==> src/rtl/afpm_pkg.sv <==
// afpm_pkg: shared constants for the FP16 logarithmic (Mitchell) multiplier.
//   FP16 field widths, the bias constant, special-value codes and the
//   9-phase frame encoding used by the byte-serial top level.
package afpm_pkg;

   localparam int FP_EXP_W = 5;
   localparam int FP_MAN_W = 10;

   // Exponent field position within a 16-bit FP16 word
   localparam int EXP_LSB = FP_MAN_W;
   localparam int EXP_MSB = FP_MAN_W + FP_EXP_W - 1;

   localparam logic [FP_EXP_W-1:0] EXP_ZERO = '0;
   localparam logic [FP_EXP_W-1:0] EXP_MAX  = '1;

   // Bias re-centring term for the log-domain sum (1.0 in FP16)
   localparam logic [15:0] BIAS     = 16'h3C00;
   localparam logic [15:0] FP_NAN   = 16'h7E00;
   localparam logic [14:0] FP_INF   = 15'h7C00;
   localparam logic [14:0] FP_ZERO  = 15'h0000;
   // Largest S that still lands in the subnormal range
   localparam logic [16:0] UFL_LIM  = 17'h003FF;

   // Frame phases: operand bytes in, multiply, result bytes out
   typedef enum logic [3:0] {
      PH_LO0  = 4'd0,
      PH_LO1  = 4'd1,
      PH_HI0  = 4'd2,
      PH_HI1  = 4'd3,
      PH_MUL  = 4'd4,
      PH_RLO0 = 4'd5,
      PH_RLO1 = 4'd6,
      PH_RHI0 = 4'd7,
      PH_RHI1 = 4'd8
   } phase_t;

endpackage

==> src/rtl/afpm_mitchell_mul16.sv <==
// afpm_mitchell_mul16: combinational FP16 multiplier using Mitchell's
// logarithmic approximation. The FP16 magnitude bits are treated as a
// fixed-point log2, so adding them (minus the bias) approximates the
// product. No rounding; the mantissa is the truncated sum.
//   a, b : FP16 operands
//   p    : FP16 approximate product
module afpm_mitchell_mul16
   import afpm_pkg::*;
(
   input  logic [15:0] a,
   input  logic [15:0] b,
   output logic [15:0] p
);

   logic [FP_EXP_W-1:0] ea, eb;
   logic                sgn;
   logic signed [16:0]  s;

   assign ea  = a[EXP_MSB:EXP_LSB];
   assign eb  = b[EXP_MSB:EXP_LSB];
   assign sgn = a[15] ^ b[15];
   assign s   = $signed({2'b00, a[14:0]} + {2'b00, b[14:0]} - {1'b0, BIAS});

   always_comb begin
      p = {sgn, FP_ZERO};
      // inf * zero/subnormal is undefined: quiet NaN, sign dropped
      if ((ea == EXP_MAX && eb == EXP_ZERO) || (eb == EXP_MAX && ea == EXP_ZERO))
         p = FP_NAN;
      else if (ea == EXP_MAX || eb == EXP_MAX)
         p = {sgn, FP_INF};
      else if (ea == EXP_ZERO || eb == EXP_ZERO)
         p = {sgn, FP_ZERO};
      else if (s <= $signed(UFL_LIM))
         p = {sgn, FP_ZERO};
      else if (s >= $signed({2'b00, FP_INF}))
         p = {sgn, FP_INF};
      else
         p = {sgn, s[14:0]};
   end

endmodule

==> src/rtl/tt_um_logarithmic_afpm.sv <==
// tt_um_logarithmic_afpm: byte-serial FP16 Mitchell multiplier.
// A free-running 9-phase frame moves operands in low byte first (each byte
// held 2 cycles), multiplies in phase 4, then streams the result out low
// byte first.
//   clk, rst : clock, synchronous active-high reset
//   ena      : design-select flag (unused)
//   ui_in    : operand A byte
//   uio_in   : operand B byte
//   uo_out   : registered result byte (0 outside result phases)
//   uio_out, uio_oe : tied to 0 (uio pins are inputs)
module tt_um_logarithmic_afpm
   import afpm_pkg::*;
(
   input  logic       clk,
   input  logic       rst,
   input  logic       ena,
   input  logic [7:0] ui_in,
   input  logic [7:0] uio_in,
   output logic [7:0] uo_out,
   output logic [7:0] uio_out,
   output logic [7:0] uio_oe
);

   phase_t      phase, phase_nxt;
   logic [15:0] a_q, b_q, r_q, r_nxt, prod;
   logic [7:0]  out_nxt;
   logic        unused_ok;

   assign uio_out   = 8'h00;
   assign uio_oe    = 8'h00;
   assign unused_ok = &{1'b0, ena};

   afpm_mitchell_mul16 u_mul (
      .a (a_q),
      .b (b_q),
      .p (prod)
   );

   always_ff @(posedge clk) begin
      if (rst) phase <= PH_LO0;
      else     phase <= phase_nxt;
   end

   // Output byte is registered against the upcoming phase; R's next value
   // is used so the low byte is already valid on the first result cycle.
   always_comb begin
      phase_nxt = (phase == PH_RHI1) ? PH_LO0 : phase_t'(phase + 4'd1);
      r_nxt     = (phase == PH_MUL) ? prod : r_q;
      out_nxt   = 8'h00;
      case (phase_nxt)
         PH_RLO0, PH_RLO1: out_nxt = r_nxt[7:0];
         PH_RHI0, PH_RHI1: out_nxt = r_nxt[15:8];
         default:          out_nxt = 8'h00;
      endcase
   end

   always_ff @(posedge clk) begin
      if (rst) begin
         a_q    <= '0;
         b_q    <= '0;
         r_q    <= '0;
         uo_out <= '0;
      end else begin
         if (phase == PH_LO1) begin
            a_q[7:0] <= ui_in;
            b_q[7:0] <= uio_in;
         end
         if (phase == PH_HI1) begin
            a_q[15:8] <= ui_in;
            b_q[15:8] <= uio_in;
         end
         r_q    <= r_nxt;
         uo_out <= out_nxt;
      end
   end

endmodule

==> config.mk <==
export PLATFORM = sky130hd
export DESIGN_NAME = tt_um_logarithmic_afpm
export DESIGN_NICKNAME = d
export VERILOG_FILES = /design/src/rtl/afpm_pkg.sv /design/src/rtl/afpm_mitchell_mul16.sv /design/src/rtl/tt_um_logarithmic_afpm.sv
export SDC_FILE = /design/constraint.sdc
export NUM_CORES = 1
export LEC_CHECK = 0
export CORE_UTILIZATION = 45
export DETAILED_ROUTE_END_ITERATION = 8
export HOLD_SLACK_MARGIN = 0.08
export PLACE_DENSITY = 0.62
export SLEW_MARGIN = 10
export SYNTH_ARGS = -nofsm -noshare
export SYNTH_HDL_FRONTEND = slang
export SYNTH_SLANG_ARGS = --single-unit
==> constraint.sdc <==
create_clock -name clk -period 4 [get_ports clk]
set_clock_uncertainty 0.05 [all_clocks]
set_input_delay 0.8 -clock clk [delete_from_list [all_inputs] [get_ports clk]]
set_output_delay 0.8 -clock clk [all_outputs]
set_load 0.02 [all_outputs]
After elaboration in Yosys (flattened, before gate mapping) --
Cells that the tools add are included.
Cells by class: add/sub/neg operators 3, order comparisons 2, equality and inequality tests 10, mux-type cells 8, bitwise logic cells 1, reductions and logical operators 9
Operator list (number):
- 15-bit 2-to-1 mux | 4
- 16-bit 2-to-1 mux | 2
- 17-bit by 16-bit >= comparator with 1-bit output, second input constant | 1
- 17-bit by 11-bit <= comparator with 1-bit output, second input constant | 1
- 17-bit by 14-bit subtractor with 17-bit output, second input constant | 1
- 15-bit by 15-bit adder with 16-bit output | 1
- 4-bit by 3-bit == test with 1-bit output, second input constant | 4
- 8-bit one-hot mux with 2 select lines | 1
- 5-bit == test, second input constant | 2
- 5-bit logical NOT | 2
- 4-bit == test, second input constant | 2
- 4-bit by 1-bit adder with 4-bit output, second input constant | 1
- 4-bit by 1-bit == test with 1-bit output, second input constant | 1
- 4-bit by 2-bit == test with 1-bit output, second input constant | 1
- 4-bit 2-to-1 mux | 1
- 2-bit OR reduction | 2
- 1-bit logical OR | 3
- 1-bit logical AND | 2
- 1-bit bitwise XOR | 1
Word-level totals: flip-flop bits (word level) 60, bits of input ports 19, output and inout bits 24

Logic depth before layout (Yosys ltp) --
depth in word-level cells 10, gate-level depth with buffers 17, depth with buffers taken out 17

Hierarchy --
From an unflattened synthesis, not the netlist that was laid out.
Second synthesis, totals: cells, all modules 438, area total of the unflattened synthesis 3507.1 µm²
Modules (own cells, without submodules):
- tt_um_logarithmic_afpm | instances 1, cells an instance 275, area an instance 2268.4 µm², seq. area each 1201.2 µm²
- afpm_mitchell_mul16 | instances 1, cells an instance 163, area an instance 1238.7 µm², seq. area each 0.0 µm²

Worst setup path after synthesis --
OpenSTA, ideal clock, no wires.
kind register to register, start point register a_q[0], end point register uo_out[1], data arrival time 3543 ps, slack 324 ps, cell stages (with the launch flop) 17, path buffers 0, clock period less this slack 3676 ps, path through dfxtp_1 > ha_1 > inv_1 > fa_1 > nand2b_1 > a211oi_2 > o21a_1 > o211ai_1 > inv_1 > ha_1 > inv_1 > or3_1 > o21ai_0 > o22ai_1 > a21oi_4 > nand4_2 > o221ai_1
On the way: cells in the longest elaborated chain, start to end 10
Ends and longest elaborated chain:
- start: declaration | line tt_um_logarithmic_afpm.sv:25 | logic [15:0] a_q, b_q, r_q, r_nxt, prod;
- start signal: assignment | line tt_um_logarithmic_afpm.sv:65 | a_q[7:0] <= ui_in;
- 15-bit by 15-bit adder with 16-bit output * | line afpm_mitchell_mul16.sv:22 | assign s = $signed({2'b00, a[14:0]} + {2'b00, b[14:0]} - {1'b0, BIAS});
- 17-bit by 14-bit subtractor with 17-bit output * | line afpm_mitchell_mul16.sv:22
- 17-bit by 16-bit >= comparator with 1-bit output | line afpm_mitchell_mul16.sv:35 | else if (s >= $signed({2'b00, FP_INF}))
- 15-bit 2-to-1 mux | line afpm_mitchell_mul16.sv:35
- 15-bit 2-to-1 mux * | line afpm_mitchell_mul16.sv:33 | else if (s <= $signed(UFL_LIM))
- 15-bit 2-to-1 mux * | line afpm_mitchell_mul16.sv:31 | else if (ea == EXP_ZERO || eb == EXP_ZERO)
- 15-bit 2-to-1 mux * | line afpm_mitchell_mul16.sv:29 | else if (ea == EXP_MAX || eb == EXP_MAX)
- 16-bit 2-to-1 mux * | line afpm_mitchell_mul16.sv:27 | if ((ea == EXP_MAX && eb == EXP_ZERO) || (eb == EXP_MAX && ea == EXP_ZERO))
- 16-bit 2-to-1 mux * | line tt_um_logarithmic_afpm.sv:48 | r_nxt = (phase == PH_MUL) ? prod : r_q;
- 8-bit one-hot mux with 2 select lines * | line tt_um_logarithmic_afpm.sv:50 | case (phase_nxt)
- end signal: assignment | line tt_um_logarithmic_afpm.sv:73 | uo_out <= out_nxt;
- end: declaration | line tt_um_logarithmic_afpm.sv:19 | output logic [7:0] uo_out,
Mark *: on every way between the ends. The rest lies on a longest branch, timed or not. A chain may end at the register's enable or synchronous reset.

Worst setup path after layout --
Ends and elaborated chain as after synthesis.

==> qor.yml <==
fin_nets: 554
viasPerCell: 5.75
dieHeight_um: 93.7
setup.worst_path.start_class: "register"
crit_type: "reg -> reg"
yosysSeqAreaShare: 0.317
worst_pin_slew_ps: 780
clk_path_buf_depth: 2
post-dp-hpwl_um: 7090
grt_pass1_wl_um: 15600
drt-pass1-iter-count: 5
yosys-top-cells-area: "dfxtp_1 (32%), nand2_1 (9.9%), ha_1 (6.9%)"
dieArea_um2: 8790
hold_viol_final: 0
total_power_uw: 1510
insertedDiodeCount: 0
area_delta_synth_final_pct: 16.2
peakVddDrop_mv: 0.200
cts_tree: "yes"
coreArea_um2: 8180
synth.area.mux_share: 0.00264
drtIter0Drc: 185
fin_ws_ps: 159
finalSetupViolCount: 0
maxSlewHeadroom: 0.467
placed_area_um2: 4070
yosysWarnings: 0
drcViolationCount: 0
leakage_uw: 0.00168
initial_core_util: 0.463
layout-drive-gt1-share: 0.0985
synth_ff_type: "dfxtp_1"
grt_pass1_vias: 3270
synth-simple-area-share: 0.259
design_area_um2: 4400
synth_edf_count: 0
place_congestion: 0.892
track_usage: 0.226
detailroute.via_count: 3585
arrival_ps: 4010
rows: 33
synth_fa_ha_area_frac: 0.0747
synth-xor-area-share: 0.0198
post_drt_wl_per_cell_um: 15.3
io_buffer_count: 25
ys_seq_elements: 60
synth_top_family_by_area: "compound AO/OA/AOI/OAI gates"
slew_violations: 0
finalCritPeriodShare: 0.960
ioPinCount: 43
hold-path-cell-count: 2
final_util: 0.538
fmax_mhz: 260
numClockSinks: 60
syn_inst: 484
fp.dieW_um: 93.7
synth_top_area_frac: 0.317
synthArstFlopShare: 0
htree_levels: 3
synth_compound_area_frac: 0.264
r2r_cells: 13
power_per_cell_area_nw_per_um2: 343
synthesis.area_um2: 3790
period_minus_slack_ps: 3840
holdWs_ps: 402
dp_slack_ps: 20.5
antenna_found_initial: 0
synth_top_cell_by_area: "dfxtp_1"
fillers: 775
status: "finished clean"
synth.avg_cell_area_um2: 7.83
synth.distinct_cells: 70
detail-route-antenna-nets: 0
numCtsBuffers: 9
grt-ovfl-total: 0
cts.clk_slew.worst_paths_ps: 70
maxCapViolCount: 0
insertion_delay_ps: 340
wirelength_um: 9510
grt_max_degree: 55
root_buffer: "clkbuf_8"
required_ps: 4160
hold_path_class: "reg -> reg"
path_max_fanout: 7
endpoint_kind: "register"
## synthesized netlist by cell type, drive strengths merged (9+ instances only)
library cell and instances:
o21ai 14, inv 12, buf 21, o21a 9, clkbuf 13, a21oi 45
dfxtp 60, ha 21, nand2 100, nor3 11, nor2 37, nand3 9
## critical path, stage by stage, from the launching register on
cell and delay, ps:
dfxtp_1 340, ha_2 180, inv_1 50, fa_2 350
nand2b_4 160, a211oi_2 190, buf_4 180, o21ai_0 160
a2111oi_0 780, a2111oi_4 190, a311oi_1 450, nand2_2 230
a41oi_2 280, o221ai_1 130
## worst paths after layout
path / start / to / slack, ps
max: a_q[0] / uo_out[1] / 160
min: r_q[8] / r_q[8] / 400
max reg2reg: a_q[0] / uo_out[1] / 160
min reg2reg: r_q[8] / r_q[8] / 400
## layout make-up
type / count / area (um^2) / share of cell area
clock buffer: 9 / 124 / 0.0281
clock inverter: 7 / 98.8 / 0.0225
inverter: 12 / 45.0 / 0.0102
multi-input combinational: 393 / 2460 / 0.560
sequential: 60 / 1200 / 0.273
tap: 105 / 131 / 0.0299
timing repair buffer: 37 / 335 / 0.0762
## cells in the final DEF (no fill, tap or decap), drive strengths merged, types with 7 or more instances in the layout
cell type / synthesis / final
conb: 1 / 16
clkdlybuf4s50: 0 / 24
a21oi: 45 / 45
nand4: 8 / 8
nand2: 100 / 100
o21a: 9 / 9
nor3b: 7 / 7
inv: 12 / 14
o21ai: 14 / 14
nand3: 9 / 9
a21o: 7 / 7
dfxtp: 60 / 60
nor2: 37 / 37
clkbuf: 13 / 9
ha: 21 / 21
buf: 21 / 13
nor3: 11 / 11
and2: 7 / 7
## flip-flops by register name, summed over array words and instances (netlist names)
signal	count
uo_out	8
phase	4
a_q	16
b_q	16
r_q	16
## metal layers
metal  global-route usage  vias up  part of all wire
met1                0.302     1685              0.48
met5                    0        -                 0
met3               0.0485       13             0.046
met4               0.0808        0             0.019
li1                     -     1791                 -
met2                0.356       96              0.46
## power breakdown
group | switching [uW] | total, uW | internal, uW
logic | 162 | 251 | 89.2
clock network | 268 | 623 | 355
registers | 16.4 | 636 | 620
total | 446 | 1510 | 1060
## metrics by stage
step | instances | TNS, ps
finish | 623 | 0
global route | 623 | -6.00
CTS | 617 | 0
global placement | 601 | 0
floorplan | 499 | 0
detailed placement | 601 | 0
## cells by family (layout without fill, tap and decap cells)
group	Yosys count	after routing
and+or+nand+nor	210	210
AOI/OAI and AO/OA	137	137
DFF	60	60
buffers and inverters	46	65
adders and majority gates	22	22
xor gates and xnor gates	7	7
other	1	16
muxes	1	1
## repair_timing
| action | in CTS | in global routing |
|---|---|---|
| pin swaps | 1 | 5 |
| hold endpoints to repair | 0 | 0 |
| buffers inserted | 0 | 6 |
| gates resized for setup | 0 | 12 |
| endpoints found under the setup margin | 3 | 21 |
| hold buffers | 0 | 0 |
Note: power is estimated with default switching activity, not from simulation.
==> variant 1 (config.mk and constraints unchanged) <==
Reset style: asynchronous (`rst`), changed in 2 clocked blocks. Comments in the files are not updated.
--- a/src/rtl/tt_um_logarithmic_afpm.sv
+++ b/src/rtl/tt_um_logarithmic_afpm.sv
@@ -36,7 +36,7 @@
       .p (prod)
    );
 
-   always_ff @(posedge clk) begin
+   always_ff @(posedge clk or posedge rst) begin
       if (rst) phase <= PH_LO0;
       else     phase <= phase_nxt;
    end
@@ -54,7 +54,7 @@
       endcase
    end
 
-   always_ff @(posedge clk) begin
+   always_ff @(posedge clk or posedge rst) begin
       if (rst) begin
          a_q    <= '0;
          b_q    <= '0;
Behaviour: differs if rst is asserted again (counterexample within 10 cycles, from zero or initial values and one cycle with rst high); with rst held inactive, the same outputs for 10 cycles.
==> variant 1 against the unedited design <==
Via count decreased by 8.4%; synthesized cell count fell by 15%; final area is 8.4% higher; synthesized area up 3.7%; sequential cell count did not move; worst setup slack got worse by 0.046 ns; final cell count shrank 8.0%; routed wire length fell by 1.9%; critical path type unchanged; highest routed layer unchanged.
Power is not compared: it rests on default switching activity, and its combinational part moved more than twofold at a synthesized area within 25%.
==> variant 1: results (changes against the unedited design) <==
outcome: "completed"  # unchanged
grt_pass1_wl_microns: 15270  # was 15,610 microns
ir_drop_v: 0.0002055
synthArstFlopShare_pct: 100.0  # was 0%
ys.flop_type: "dfrtp_1"  # was dfxtp_1
nNetsFinal: 504  # was 554
antenna_found_initial: 0  # unchanged
grt.total_usage_pct: 22.26  # was 22.59%
critPathSlowestCell: "or3b_4"  # was a2111oi_0
drive_above_1_share_pct: 22.86  # was 9.846%
drt_iter0_drc: 116  # was 185
cts_buffers: 9  # unchanged
dr.pass1.iters: 6  # was 5
port-buffer-count: 25  # unchanged
pre_cts_ws_ns: -0.1046  # was 0.02052 ns
synth_compound_area_share_pct: 18.89  # was 26.36%
critPathMaxStageDelay_ns: 0.44  # was 0.78 ns
yosys_warnings: 0  # unchanged
place.gp.congestion: 1.002  # was 0.8915
synth_mux_area_share_pct: 8.856  # was 0.2643%
synth-xor-area-share_pct: 2.803  # was 1.982%
slew_headroom_pct: 42.68  # was 46.67%
synth_common_cells: "dfrtp_1 (60), nand2_1 (37), mux2_2 (30)"  # was nand2_1 (100), dfxtp_1 (60), a21oi_1 (44)
hpwl_microns: 6953  # was 7088 microns
seq_area_frac_synth_pct: 38.23  # was 31.71%
cp.arrival_ns: 4.08  # was 4.01 ns
grt_max_degree: 38  # was 55
setup_viol: 0  # unchanged
grt.met2_usage_pct: 36.96  # was 35.64%
num_vias: 3283  # was 3,585
fill_cells: 753  # was 775
synth_fa_ha_area_share_pct: 7.200  # was 7.466%
synth_area_leaders: "dfrtp_1 (38%), mux2_2 (8.6%), ha_1 (6.7%)"  # was dfxtp_1 (32%), nand2_1 (9.9%), ha_1 (6.9%)
wl_per_cell_microns: 16.28  # was 15.26 microns
gr-usage-met1_pct: 28.00  # was 30.20%
grt_pass1_vias: 3176  # was 3,270
rr_worst_depth: 13  # unchanged
use_met3_pct: 4.545  # was 4.854%
crit_fanout: 6  # was 7
clk_pin_slew_ns: 0.08
==> variant 1: report_power, final <==
group          switching (mW)  internal, mW
clock network           0.246         0.448
logic                   0.294         0.243
registers              0.0275         0.668
total                   0.567          1.36
==> variant 1: area by class of cell <==
class | instances | share of cell area, %
Multi-Input combinational cell | 320 | 49.13
Sequential cell | 60 | 31.48
Timing Repair Buffer | 56 | 10.13
Clock buffer | 12 | 3.253
Tap cell | 105 | 2.754
Clock inverter | 4 | 1.994
Inverter | 16 | 1.259
==> variant 1: critical path: cells and delay by family, from the launching register on <==
family          cells  cell delay, ns
xor+xnor            1            0.32
simple gates        3            0.98
fa+ha+maj           2            0.51
flops               1            0.39
compound gates      6            1.37
buf+inv             1            0.16
==> variant 1: repair_timing <==
item / 4_1_cts / 5_1_grt
resized for setup: 8 / 11
pin swaps: 5 / 8
gates cloned: 1 / 0
setup buffers: 1 / 2
setup endpoints to repair: 16 / 19
==> variant 1: layer usage <==
metal / vias to the layer above / routed length, microns
li1: 1577 / -
met1: 1586 / 4166
met2: 99 / 4543
met3: 21 / 384
met4: 0 / 234
met5: - / 0
==> variant 1: path summary, 6_finish.rpt <==
check | startpoint | end | slack, ns
worst max-delay path | a_q[1] | uo_out[4] | 0.11
worst min-delay path | r_q[7] | r_q[7] | 0.42
worst max register to register | a_q[1] | uo_out[4] | 0.11
worst min register to register | r_q[7] | r_q[7] | 0.42
max in group asynchronous | rst | r_q[12] | 2.29
min in group asynchronous | rst | b_q[0] | 0.74
==> variant 1: cells by family after synthesis <==
kind of cell	Yosys count
muxes	31
AOI/OAI and AO/OA	104
buffers and inverters	48
and+or+nand+nor	135
other	1
xor gates and xnor gates	11
DFF	60
adders and majority gates	22
==> variant 1: per-stage QoR <==
stage | area (sq um) | hold slack [ns] | instances
6_report | 4770 | 0.4180 | 573
5_1_grt | 4770 | 0.4407 | 573
4_1_cts | 4691 | 0.4228 | 571
3_5_place_dp | 4393 | 0.4084 | 553
3_3_place_gp | 4393 | 0.4004 | 553
2_1_floorplan | 3984 | 0.3896 | 427
==> variant 2 (config.mk and constraints unchanged) <==
Without the edit above. Put one more register stage on the output `uo_out`, without a reset. The value now appears one clock later. The other outputs are not delayed to match. Comments in the files are not updated.
--- a/src/rtl/tt_um_logarithmic_afpm.sv
+++ b/src/rtl/tt_um_logarithmic_afpm.sv
@@ -20,6 +20,8 @@
    output logic [7:0] uio_out,
    output logic [7:0] uio_oe
 );
+
+   logic [7:0] uo_s0;
 
    phase_t      phase, phase_nxt;
    logic [15:0] a_q, b_q, r_q, r_nxt, prod;
@@ -59,7 +61,7 @@
          a_q    <= '0;
          b_q    <= '0;
          r_q    <= '0;
-         uo_out <= '0;
+         uo_s0 <= '0;
       end else begin
          if (phase == PH_LO1) begin
             a_q[7:0] <= ui_in;
@@ -70,8 +72,12 @@
             b_q[15:8] <= uio_in;
          end
          r_q    <= r_nxt;
-         uo_out <= out_nxt;
+         uo_s0 <= out_nxt;
       end
+   end
+
+   always_ff @(posedge clk) begin
+      uo_out <= uo_s0;
    end
 
 endmodule
Function: changed (Yosys sat finds a counterexample within 10 cycles, from zero or initial values and one cycle with rst high).
==> variant 2 against the unedited design <==
Die area grew 1.3%; count of clock-buffer cells in the layout grew 2; final area grew 1.2%; routed wire length shrank 4.4%; sequential cell count grew 8; worst setup slack gained 0.053 ns; power grew 7.0%; synthesized area grew 1.3%; first-iteration DRC count shrank 35%; fmax grew 1.4%; largest power group unchanged.
==> variant 2: results (changes against the unedited design) <==
seq_area_frac_synth_pct: 35.47  # was 31.71%
nNonClkBuffers: 39  # was 37
ir_drop_v: 0.0002450  # was 0.0002004 V
crit_fanout: 8  # was 7
power_mw: 1.615  # was 1.510 mW
syn_area_sq_um: 3837  # was 3787 sq um
power.internal_mw: 1.173  # was 1.064 mW
critPathMaxStageDelay_ns: 0.43  # was 0.78 ns
worst_pin_slew_ns: 0.6150  # was 0.7798 ns
avgSynthCellArea_sq_um: 7.978  # was 7.825 sq um
synth_fa_ha_area_share_pct: 7.662  # was 7.466%
multi_input_comb_cells: 381  # was 393
hpwl_microns: 6674  # was 7088 microns
num_vias: 3392  # was 3,585
dr.pass1.iters: 4  # was 5
outcome: "completed"  # unchanged
grt_pass1_wl_microns: 15140  # was 15,610 microns
reg2reg_slack_ns: 0.21  # was 0.16 ns
synth_area_leaders: "dfxtp_1 (35%), nand2_1 (9.0%), a21oi_1 (7.7%)"  # was dfxtp_1 (32%), nand2_1 (9.9%), ha_1 (6.9%)
pwr-share-clk_pct: 41.0  # was 41.2%
synth_compound_area_share_pct: 23.21  # was 26.36%
seqPwrFrac_pct: 44.3  # was 42.1%
grt_pass1_vias: 3155  # was 3,270
cts_resized: 1  # was 0
holdWs_ns: 0.2786  # was 0.4015 ns
ys_types: 69  # was 70
clk_share_pct: 5.282  # was 5.061%
buf_share_pct: 7.867  # was 7.620%
hold_start: "uo_s0[4]"  # was r_q[8]
drive_above_1_share_pct: 11.50  # was 9.846%
rr_worst_depth: 18  # was 13
place.gp.congestion: 0.8226  # was 0.8915
==> variant 2: changes by cell type after synthesis, moves of 4 or more <==
cell | unedited run | this run
xnor2_1 | 4 | 9
nand2_1 | 100 | 92
o221ai_1 | 5 | 1
o31ai_1 | 5 | 1
dfxtp_1 | 60 | 68
o21a_1 | 9 | 5
nor4_1 | 5 | 1
a21oi_1 | 44 | 59
nor3b_1 | 7 | 1
==> variant 2: per-layer routing <==
layer / vias up / part of all wire [%] / track usage [%]
li1: 1714 / - / -
met1: 1574 / 47 / 27.62
met2: 89 / 47 / 36.23
met3: 15 / 4.3 / 5.072
met4: 0 / 2.3 / 9.103
met5: - / 0 / 0
==> variant 2: how the worst max path moves through the flow <==
stage / endpoint / slack (ns) / cells after the start
3_3_place_gp: uo_s0[1] / 0.03 / 18
6_report: r_q[9] / 0.21 / 18
2_1_floorplan: uo_s0[1] / 0.27 / 18
3_5_place_dp: uo_s0[1] / 0.04 / 18
5_1_grt: r_q[9] / -0.01 / 18
4_1_cts: uo_s0[4] / 0.01 / 18
